===== config.mk =====
export PLATFORM = sky130hd
export DESIGN_NAME = uart_istek_hakemi
export DESIGN_NICKNAME = d
export VERILOG_FILES = /design/src/rtl/uart_istek_hakemi.sv
export SDC_FILE = /design/constraint.sdc
export NUM_CORES = 1
export LEC_CHECK = 0
export CAP_MARGIN = 5
export CORE_AREA = 2 2 117 119
export CTS_BUF_LIST = sky130_fd_sc_hd__clkbuf_4
export CTS_CLUSTER_SIZE = 40
export DETAILED_ROUTE_END_ITERATION = 8
export DIE_AREA = 0 0 119 121
export PLACE_DENSITY_LB_ADDON = 0.1
export SKIP_CTS_REPAIR_TIMING = 1
export SLEW_MARGIN = 30
export SYNTH_ARGS = -nofsm -noshare
export SYNTH_HDL_FRONTEND = slang
export SYNTH_SLANG_ARGS = --single-unit

===== constraint.sdc =====
create_clock -name clk_i -period 2.1 [get_ports clk_i]
set_input_delay 0.525 -clock clk_i [delete_from_list [all_inputs] [get_ports clk_i]]
set_output_delay 0.525 -clock clk_i [all_outputs]
set_load 0.01 [all_outputs]

===== src/rtl/uart_istek_hakemi.sv =====
// Two-requester round-robin arbiter in front of the UART controller's request/response port.
// Optional read-response timeout is enabled by defining UART_HAKEM_ZAMAN_ASIMI_EN.
module uart_istek_hakemi #(
  parameter int ADRES_BIT   = 32,
  parameter int VERI_BIT    = 32,
  parameter int ZAMAN_ASIMI = 255
) (
  input  logic                 clk_i,
  input  logic                 rstn_i,

  input  logic [ADRES_BIT-1:0] istek0_adres_i,
  input  logic [VERI_BIT-1:0]  istek0_veri_i,
  input  logic                 istek0_yaz_i,
  input  logic                 istek0_gecerli_i,
  output logic                 istek0_hazir_o,
  output logic [VERI_BIT-1:0]  yanit0_veri_o,
  output logic                 yanit0_gecerli_o,
  input  logic                 yanit0_hazir_i,

  input  logic [ADRES_BIT-1:0] istek1_adres_i,
  input  logic [VERI_BIT-1:0]  istek1_veri_i,
  input  logic                 istek1_yaz_i,
  input  logic                 istek1_gecerli_i,
  output logic                 istek1_hazir_o,
  output logic [VERI_BIT-1:0]  yanit1_veri_o,
  output logic                 yanit1_gecerli_o,
  input  logic                 yanit1_hazir_i,

  output logic [ADRES_BIT-1:0] cek_adres_o,
  output logic [VERI_BIT-1:0]  cek_veri_o,
  output logic                 cek_yaz_o,
  output logic                 cek_gecerli_o,
  input  logic                 cek_hazir_i,

  input  logic [VERI_BIT-1:0]  uart_veri_i,
  input  logic                 uart_gecerli_i,
  output logic                 uart_hazir_o
);

  typedef enum logic [1:0] {
    BOSTA       = 2'd0,
    ISTEK       = 2'd1,
    YANIT_BEKLE = 2'd2
  } durum_t;

  localparam logic [31:0] ZAMAN_ASIMI_VERI = 32'hDEAD_BEEF;

  durum_t              durum_r;
  logic                oncelik_r;
  logic                sahip_r;

  logic                sec1;
  logic                bekle;
  logic                sahip_hazir;
  logic                zaman_doldu;
  logic                yanit_gecerli;
  logic [VERI_BIT-1:0] yanit_veri;

`ifdef UART_HAKEM_ZAMAN_ASIMI_EN
  localparam int SAYAC_BIT = ($clog2(ZAMAN_ASIMI + 1) > 8) ? $clog2(ZAMAN_ASIMI + 1) : 8;
  logic [SAYAC_BIT-1:0] sayac_r;

  always_comb begin
    zaman_doldu = (durum_r == YANIT_BEKLE) && (sayac_r == SAYAC_BIT'(ZAMAN_ASIMI));
  end
`else
  always_comb begin
    zaman_doldu = 1'b0;
  end
`endif

  // Requester 1 wins when it is the only one asking, or when both ask and it holds priority.
  always_comb begin
    sec1 = istek1_gecerli_i && (!istek0_gecerli_i || oncelik_r);
  end

  // Once the timeout fires the synthetic response replaces the UART one, which is then swallowed.
  always_comb begin
    yanit_gecerli = uart_gecerli_i;
    yanit_veri    = uart_veri_i;
    if (zaman_doldu) begin
      yanit_gecerli = 1'b1;
      yanit_veri    = VERI_BIT'(ZAMAN_ASIMI_VERI);
    end
  end

  // Handshake-side outputs are gated by rstn_i so they read 0 the moment reset asserts.
  always_comb begin
    bekle            = (durum_r == YANIT_BEKLE);
    sahip_hazir      = sahip_r ? yanit1_hazir_i : yanit0_hazir_i;

    istek0_hazir_o   = rstn_i && (durum_r == BOSTA) && istek0_gecerli_i && !sec1;
    istek1_hazir_o   = rstn_i && (durum_r == BOSTA) && sec1;

    yanit0_gecerli_o = bekle && !sahip_r && yanit_gecerli;
    yanit1_gecerli_o = bekle &&  sahip_r && yanit_gecerli;
    yanit0_veri_o    = (bekle && !sahip_r) ? yanit_veri : '0;
    yanit1_veri_o    = (bekle &&  sahip_r) ? yanit_veri : '0;

    uart_hazir_o     = rstn_i && (bekle ? (zaman_doldu || sahip_hazir) : 1'b1);
  end

  always_ff @(posedge clk_i or negedge rstn_i) begin
    if (!rstn_i) begin
      durum_r       <= BOSTA;
      oncelik_r     <= 1'b0;
      sahip_r       <= 1'b0;
      cek_adres_o   <= '0;
      cek_veri_o    <= '0;
      cek_yaz_o     <= 1'b0;
      cek_gecerli_o <= 1'b0;
`ifdef UART_HAKEM_ZAMAN_ASIMI_EN
      sayac_r       <= '0;
`endif
    end else begin
      case (durum_r)
        BOSTA: begin
          if (istek0_gecerli_i || istek1_gecerli_i) begin
            sahip_r       <= sec1;
            cek_adres_o   <= sec1 ? istek1_adres_i : istek0_adres_i;
            cek_veri_o    <= sec1 ? istek1_veri_i  : istek0_veri_i;
            cek_yaz_o     <= sec1 ? istek1_yaz_i   : istek0_yaz_i;
            cek_gecerli_o <= 1'b1;
            durum_r       <= ISTEK;
          end
        end
        ISTEK: begin
          if (cek_hazir_i) begin
            cek_gecerli_o <= 1'b0;
            if (cek_yaz_o) begin
              oncelik_r <= ~sahip_r;
              durum_r   <= BOSTA;
            end else begin
`ifdef UART_HAKEM_ZAMAN_ASIMI_EN
              sayac_r   <= '0;
`endif
              durum_r   <= YANIT_BEKLE;
            end
          end
        end
        YANIT_BEKLE: begin
`ifdef UART_HAKEM_ZAMAN_ASIMI_EN
          if (!zaman_doldu) begin
            sayac_r <= sayac_r + 1'b1;
          end
`endif
          if (yanit_gecerli && sahip_hazir) begin
            oncelik_r <= ~sahip_r;
            durum_r   <= BOSTA;
          end
        end
        default: begin
          durum_r <= BOSTA;
        end
      endcase
    end
  end

endmodule

; ---- Word level (Yosys, flattened, before mapping)
; Index checks and enable logic that the tools add are counted.
[classes]
n_eq_ne = 6
muxes = 19
bitwise = 1
reduce_logical = 23
[op_table]
columns = operator, count
row1 = $mux 32, 4
row2 = $logic_and 1x1->1, 11
row3 = $mux 1, 8
row4 = $mux 2, 4
row5 = $pmux 2 s3, 1
row6 = $reduce_and 3->1, 2
row7 = $ne 2x1->1 const B, 2
row8 = $ne 2x2->1 const B, 2
row9 = $pmux 1 s2, 2
row10 = $reduce_and 4->1, 1
row11 = $reduce_bool 2->1, 2
row12 = $logic_not 1->1, 3
row13 = $eq 2x1->1 const B, 1
row14 = $eq 2x2->1 const B, 1
row15 = $logic_not 2->1, 1
row16 = $logic_or 1x1->1, 2
row17 = $reduce_and 2->1, 1
row18 = $not 1->1, 1
[word_totals]
register_bits = 70
in_bits = 170

; ---- Logic depth before layout (Yosys ltp)
[depth]
word_depth = 5
depth_mapped = 7

; ---- Worst setup path before layout
; Ideal clock, no wire load.
[synth_timing]
kind = reg-to-output
startpoint = reg durum_r[1]
endpoint = out istek1_hazir_o
arrival_time_ps = 1390
t_required_ps = 1575
slack_ps = 185
stages_incl_launch_ff = 6
cell_sequence = dfrtp_1 nor2_1 buf_2 buf_2 nand2_1 nor3_1
[synth_via]
elab_chain_cells = 3
[synth_rtl]
columns = item, line
row1 = "start, declared", 48  ; durum_t durum_r;
row2 = "start signal, assigned", 105  ; durum_r <= BOSTA;
row3 = "start signal, assigned", 124  ; durum_r <= ISTEK;
row4 = "start signal, assigned", 132  ; durum_r <= BOSTA;
row5 = $logic_not 2->1, 93  ; istek1_hazir_o = rstn_i && (durum_r == BOSTA) && sec1;
row6 = $logic_and 1x1->1 (2 in series), 93
row7 = "end, declared", 24  ; output logic istek1_hazir_o,
; No other way between the ends.

; ---- Final worst setup path
[layout_timing]
startpoint = reg durum_r[0]
endpoint = out yanit0_veri_o[9]
[layout_via]
elab_chain_cells = 3
[layout_rtl]
columns = item, line
row1 = $eq 2x2->1, 89  ; bekle = (durum_r == YANIT_BEKLE);
row2 = $logic_and 1x1->1, 97  ; yanit0_veri_o = (bekle && !sahip_r) ? yanit_veri : '0;
row3 = $mux 32, 97
row4 = "end, declared", 16  ; output logic [VERI_BIT-1:0] yanit0_veri_o,
; No other way between the ends.

==> results.md <==
- The reported max-cap violation count is 0.
- The cell count after synthesis is 486.
- The maximum net fanout on the critical path is 7.
- The area of the core is 13,100 µm².
- The most common cell after layout, fill and taps aside is sky130_fd_sc_hd__clkdlybuf4s50_1.
- The ratio of total power to cell area is 1130 nW/µm².
- The post-layout net count is 962.
- The worst setup slack after placement is -0.332 ns.
- The first global-routing pass estimated 27,000 µm of wire.
- After detailed routing, the number of remaining DRC violations is 0.
- The number of flip-flops and latches in the synthesized netlist is 70.
- For this design, the slowest cell found on the critical path is sky130_fd_sc_hd__dfrtp_2.
- The all-layer global routing usage is 0.237.
- For this block, the routed nets add up to 19,200 µm of wire.
- After layout, the minimum clock period comes to 2.30 ns.
- The mean routed wirelength per cell is 19.7 µm.
- The count of buffers added on input and output ports is 304.
- The worst pin sits at a relative slew slack of 0.458.
- In this run the mean area of a mapped cell was 8.24 µm².
- The fmax is 436 MHz.
- TritonCTS built the clock tree.
- The area of the die is 14,400 µm².
- Setup violations remaining at the end of the flow were counted as 61.
- Entering global routing, the biggest net connects 67 pins.
- For the worst setup path, the data required time is 1.57 ns.
- The number of inserted diodes is 0.
- The number of global-route vias before repair was 4,829.
- The final weighted congestion of routability-driven global placement is 0.824.
- The die extent in y is 121 µm.
- The top cell types in the final layout, fill and taps aside, are 233 x sky130_fd_sc_hd__clkdlybuf4s50_1, 68 x sky130_fd_sc_hd__dfrtp_1, 66 x sky130_fd_sc_hd__a21oi_1, 66 x sky130_fd_sc_hd__buf_6.
- Across the VDD grid, the largest voltage drop is 0.497 mV.
- The worst stage delay on the critical path is 0.46 ns.
- Of the cells placed in the final design, the portion with a size suffix greater than 1 is 0.256.
- For this configuration, the core starts out at a cell density of 0.306.
- After legalization and detailed placement, the total HPWL measured 12,800 µm.
- Setup repair after global routing could not meet its margin everywhere.
- After detailed routing, the number of vias per cell comes to 5.40.
- The number of cells on the worst reg-to-reg path is 8.
- The worst register-to-register path begins at durum_r[0]$_DFFE_PN0P_.
- From left edge to right edge, the die measures 119 µm.
- The clock tree root driver cell is sky130_fd_sc_hd__clkbuf_4.
- The TritonCTS buffer count is 9.
- The setup slack of the worst register-to-register path is 0.13 ns.
- The Yosys step of the flow raised 0 warnings.
- The clock reaches the later pin of the worst-skew pair after 0.43 ns.
- The hold violation count in the final report is 0.
- The combined area of all synthesized cells is 4010 µm².
- The worst setup path is captured at an output port.
- For this run, the share of the core covered by cells in the final layout is 0.606.
- The slew at the pin closest to its max-slew limit is 0.813 ns.
- The clock slew seen by the registers of the worst setup and hold paths is 0.13 ns.
- After floorplanning, the core was divided into 42 placement rows.
- Data on the critical path arrives at its endpoint at 1.77 ns.
- The checks that failed: setup timing.
- The area growth from synthesis to layout is 98.0%.
- The minimum setup slack in the final design is -0.196 ns.
- In this run the critical register-to-register path is captured at cek_veri_o[10]$_DFFE_PN0P_.
- The H-tree was split into 3 levels.
- Across the routed clock network, the largest skew measured is 0.0265 ns.
- The final total power is 8.92 mW.
- The number of max-slew violations in the final report is 0.
- The proportion of synthesized chip area in sequential cells is 0.437.
- During I/O placement, the number of pins put on the boundary was 305.
- The global route total overflow is 0.
- The number of distinct library cells after synthesis is 23.
- The final critical-path share of the clock period is 1.09.
- The initial antenna violation count is 0.
- The residual antenna-violating net count after detailed routing is 0.
- The first TritonRoute pass finished after 5 iterations.
- The startpoint type of the worst setup path is a register.
- The multi-input combinational cells in the finished layout cover a total of 2200 µm².
- The number of DRC violations after detailed-routing iteration 0 is 481.
- Traced cell by cell, the critical path runs through nand2b_4 -> nor2_4 -> buf_12 -> buf_8 -> buf_4 -> and2_4 -> buf_6.
- The number of clock sinks is 70.
- The number of nets in the synthesized netlist is 656.
- The analysis attributes to cell leakage a power of 3.25 nW.
- The flow ran to the end, but the final reports show violations.
- The worst setup path is of the register to output port kind.
- The class of the tightest hold or removal check is primary input to asynchronous set/reset pin.
- The filler cells instantiated in the layout total 1,177.
- The standard cell area after detailed placement is 7220 µm².
- Summing all non-filler instances in the final layout gives an area of 7930 µm².
- The area taken by flip-flops and latches is 1750 µm².
- Detailed routing inserted a total of 5,254 vias.
- Counting along the longest clock path gives a buffer depth of 2.
final cells by class:
cell class	instances	area share
clock buffer	12	0.0114
clock inverter	4	0.00600
inverter	3	0.00142
multi-input combinational	352	0.278
sequential	70	0.221
tap	176	0.0278
timing repair buffer	356	0.454
cells in the mapped netlist:
master                      n  area share
sky130_fd_sc_hd__buf_6      6       0.017
sky130_fd_sc_hd__nand2b_1   3      0.0047
sky130_fd_sc_hd__nand3b_1   2      0.0037
sky130_fd_sc_hd__nor3_1     1      0.0012
sky130_fd_sc_hd__nor2_1     2      0.0019
sky130_fd_sc_hd__buf_2     12       0.015
sky130_fd_sc_hd__clkbuf_1  43       0.040
sky130_fd_sc_hd__inv_2      1     0.00094
sky130_fd_sc_hd__inv_1      2      0.0019
sky130_fd_sc_hd__mux2i_1    2      0.0050
sky130_fd_sc_hd__nand3_1   66       0.082
sky130_fd_sc_hd__a21oi_1   67       0.084
sky130_fd_sc_hd__and3_1    33       0.052
sky130_fd_sc_hd__a32o_1     1      0.0025
sky130_fd_sc_hd__o21ai_0   65       0.081
sky130_fd_sc_hd__a31oi_1   65        0.10
sky130_fd_sc_hd__nand2_1    4      0.0037
sky130_fd_sc_hd__and2_1    34       0.053
sky130_fd_sc_hd__dfrtp_1   70        0.44
sky130_fd_sc_hd__nor2b_1    3      0.0047
sky130_fd_sc_hd__or2_0      1      0.0016
sky130_fd_sc_hd__a21boi_0   1      0.0019
sky130_fd_sc_hd__o22ai_1    2      0.0031
metal layers:
layer	part of all wire	vias to the layer above	GRT usage
met2	0.50	258	0.400
met1	0.40	2557	0.291
met4	0.027	0	0.0774
met3	0.073	39	0.0681
met5	0	-	0
li1	-	2400	-
worst max path at each step:
stage                                 from                 to  slack (ns)
detailed placement        istek0_gecerli_i     istek1_hazir_o       -0.33
CTS                 durum_r[0]$_DFFE_PN0P_  yanit0_veri_o[13]       -0.58
floorplan           durum_r[1]$_DFFE_PN0P_     istek1_hazir_o        0.18
global route        durum_r[0]$_DFFE_PN0P_   yanit0_veri_o[9]       -0.27
finish              durum_r[0]$_DFFE_PN0P_   yanit0_veri_o[9]       -0.20
global placement          istek0_gecerli_i     istek1_hazir_o       -0.37
flip-flops by register name (all words and copies together) (netlist names):
| register | flops |
|---|---|
| cek_yaz_o | 1 |
| cek_gecerli_o | 1 |
| durum_r | 2 |
| cek_veri_o | 32 |
| oncelik_r | 1 |
| cek_adres_o | 32 |
| sahip_r | 1 |
through the flow:
stage	instances	TNS, ns	hold slack (ns)
final	973	-6.27	0.0874
after global routing	973	-11.65	0.0573
after CTS	947	-33.31	-0.135
after detailed placement	931	-14.44	0.347
after global placement	931	-13.47	0.345
after floorplan	486	0	0.229
cells by family (layout without fill, tap and decap cells):
family | Yosys count | after routing | share of synthesized area
compound gates | 201 | 201 | 0.274
buf+inv | 64 | 375 | 0.0750
mux | 2 | 2 | 0.00500
flops | 70 | 70 | 0.437
simple gates | 149 | 149 | 0.209
power breakdown:
group	internal [mW]	total, mW	leakage (nW)	switching [mW]
combinational	2.94	5.56	2.39	2.62
clock	0.401	0.892	0.0789	0.491
sequential	2.04	2.47	0.785	0.429
critical path, delay by kind of cell, from the launching register on:
kind                   cells  cell delay [ns]
and+or+nand+nor            3             0.45
buffers and inverters      4             0.44
DFF                        1             0.46
Power figures use the tool's default switching activity.
==> RTL edit, RTL diff (config.mk and constraints unchanged) <==
Encoding of `durum_t`: now one-hot (3 bits for 3 values).
--- a/src/rtl/uart_istek_hakemi.sv
+++ b/src/rtl/uart_istek_hakemi.sv
@@ -39,6 +39,6 @@
 
-  typedef enum logic [1:0] {
-    BOSTA       = 2'd0,
-    ISTEK       = 2'd1,
-    YANIT_BEKLE = 2'd2
+  typedef enum logic [2:0] {
+    BOSTA       = 3'b001,
+    ISTEK       = 3'b010,
+    YANIT_BEKLE = 3'b100
   } durum_t;
Function: no difference found for any inputs over 10 cycles, from zero or initial values and one cycle with rstn_i low; not proved beyond that.
==> RTL edit against the unedited design <==
- the run still ends with negative setup slack left
- final area down 3.6%
- synthesized cell count decreased by 17%
- register-to-register slack better by 0.32 ns
- hold slack better by 0.20 ns
- highest routed layer unchanged
- largest cell class unchanged
- total power down 16%
- area after synthesis decreased by 3.5%
- routed wire length down 23%
- clock skew fell by 0.0085 ns
- sequential cell count up 1
- worst setup slack got worse by 0.10 ns
==> RTL edit: results <==
set metrics [dict create \
    final_net_count 894 \
    hold_class "input pin to async pin" \
    wl_per_cell_um 16.4 \
    leakage_nw 3.58 \
    path_clk_slew_ns 0.13 \
    worst-slew-pin-transition_ns 0.652 \
    cpMaxStageDelayCell "dfrtp_1" \
    track_usage_pct 19.6 \
    grt_pass1_vias 4028 \
    yosys_most_used_dff "dfrtp_1" \
    setup_violations 69 \
    port-buffer-count 304 \
    reg2reg_slack_ns 0.45 \
    syn_nets 575 \
    top_regs "cek_adres_o x32, cek_veri_o x32, durum_r x3" \
    cts_buffers 9 \
    fillerInstances 1145 \
    r2r-end "cek_veri_o[14]" \
    outcome "complete, but fails checks" \
    fin_setup_tns_ns -13.38 \
    synth_warnings 0 \
    r2r-start "durum_r[0]" \
    drive_gt1_share_pct 23.6 \
    antenna_found_initial 1 \
    topRoutingLayerUsed "met4" \
    cts-htree-levels 3 \
    wl_met2_mm 7.58 \
    drtIter0Drc 151 \
    violations "negative setup slack" \
    ir_drop_v 0.000610 \
    dp_hpwl_mm 11.3 \
    vias_per_cell 4.57 \
    critPathLaunch "durum_r[1]" \
    wl_met3_mm 1.31 \
    r2r_cells 7 \
    clk_latency_ns 0.43 \
    dr.pass1.iters 4 \
    crit_path_end "yanit0_veri_o[30]" \
    routabilityCongestion 0.860 \
    seq_area_frac_synth_pct 46.0 \
    async_flop_share_pct 100 \
    skew_ns 0.0180 \
    grt_first_pass_wirelength_mm 21.8 \
    crit_family "simple AND/OR/NAND/NOR gates" \
    slowest_delay_ns 0.45 \
    ys_top_cells_by_count "dfrtp_1 (70), nand2_1 (69), mux2i_1 (66), o21ai_1 (66), and2_1 (34)" \
    cp_max_fo 9 \
    placed_cell_area_um2 7210 \
    grt_max_degree 72 \
    crit_arrival_ns 1.87 \
    synth.distinct_cells 29 \
    cts.root.buffer_cell "clkbuf_4" \
    setup_ws_ns -0.297 \
    drt-met1-wl_mm 5.48 \
    cts_buffer_depth 2 \
    ys_top_cells_by_area "dfrtp_1 (45%), mux2i_1 (17%), o21ai_1 (8.5%)" \
]
==> RTL edit: area by class of cell <==
cell class	instances	area [um^2]	area share (%)
Multi-Input combinational cell	297	2050	26.8
Timing Repair Buffer	342	3470	45.4
Clock inverter	6	36.3	0.475
Tap cell	176	220	2.88
Antenna cell	1	2.50	0.0327
Clock buffer	10	75.1	0.982
Sequential cell	71	1780	23.3
Inverter	3	11.3	0.147
==> RTL edit: metal layers <==
layer	track usage, %	up-vias
met3	7.66	38
met5	0	-
met2	35.4	194
met4	7.89	0
li1	-	2028
met1	20.4	1882
==> RTL edit: worst min path at each step <==
stage | endpoint | slack, ns
global placement | cek_veri_o[28] | 0.47
detailed placement | cek_veri_o[19] | 0.47
CTS | oncelik_r | 0.40
global route | sahip_r | 0.33
finish | oncelik_r | 0.29
floorplan | cek_adres_o[0] | 0.23
==> RTL edit: through the flow <==
step,setup WS (ns),cells
detailed placement,-0.564,877
finish,-0.297,906
CTS,-0.701,893
global placement,-0.523,877
floorplan,0.197,405
global route,-0.401,906
==> RTL edit: cells by family (layout without fill, tap and decap cells) <==
family / count (synthesis) / in the layout / synth area share [%]
other: 0 / 1 / 0
muxes: 66 / 66 / 17.1
buffers and inverters: 37 / 361 / 5.41
and+or+nand+nor: 152 / 152 / 20.5
AOI/OAI and AO/OA: 79 / 79 / 11.0
DFF: 71 / 71 / 46.0
==> RTL edit: worst min-delay path, stage by stage <==
cell and delay [ns]:
buf_4 0.09, buf_4 0.10, buf_6 0.50
==> RTL edit: report_power, final <==
group,internal (mW),switching [mW]
Sequential,2.04,0.370
Combinational,2.36,1.97
Clock,0.251,0.504
Total,4.65,2.85
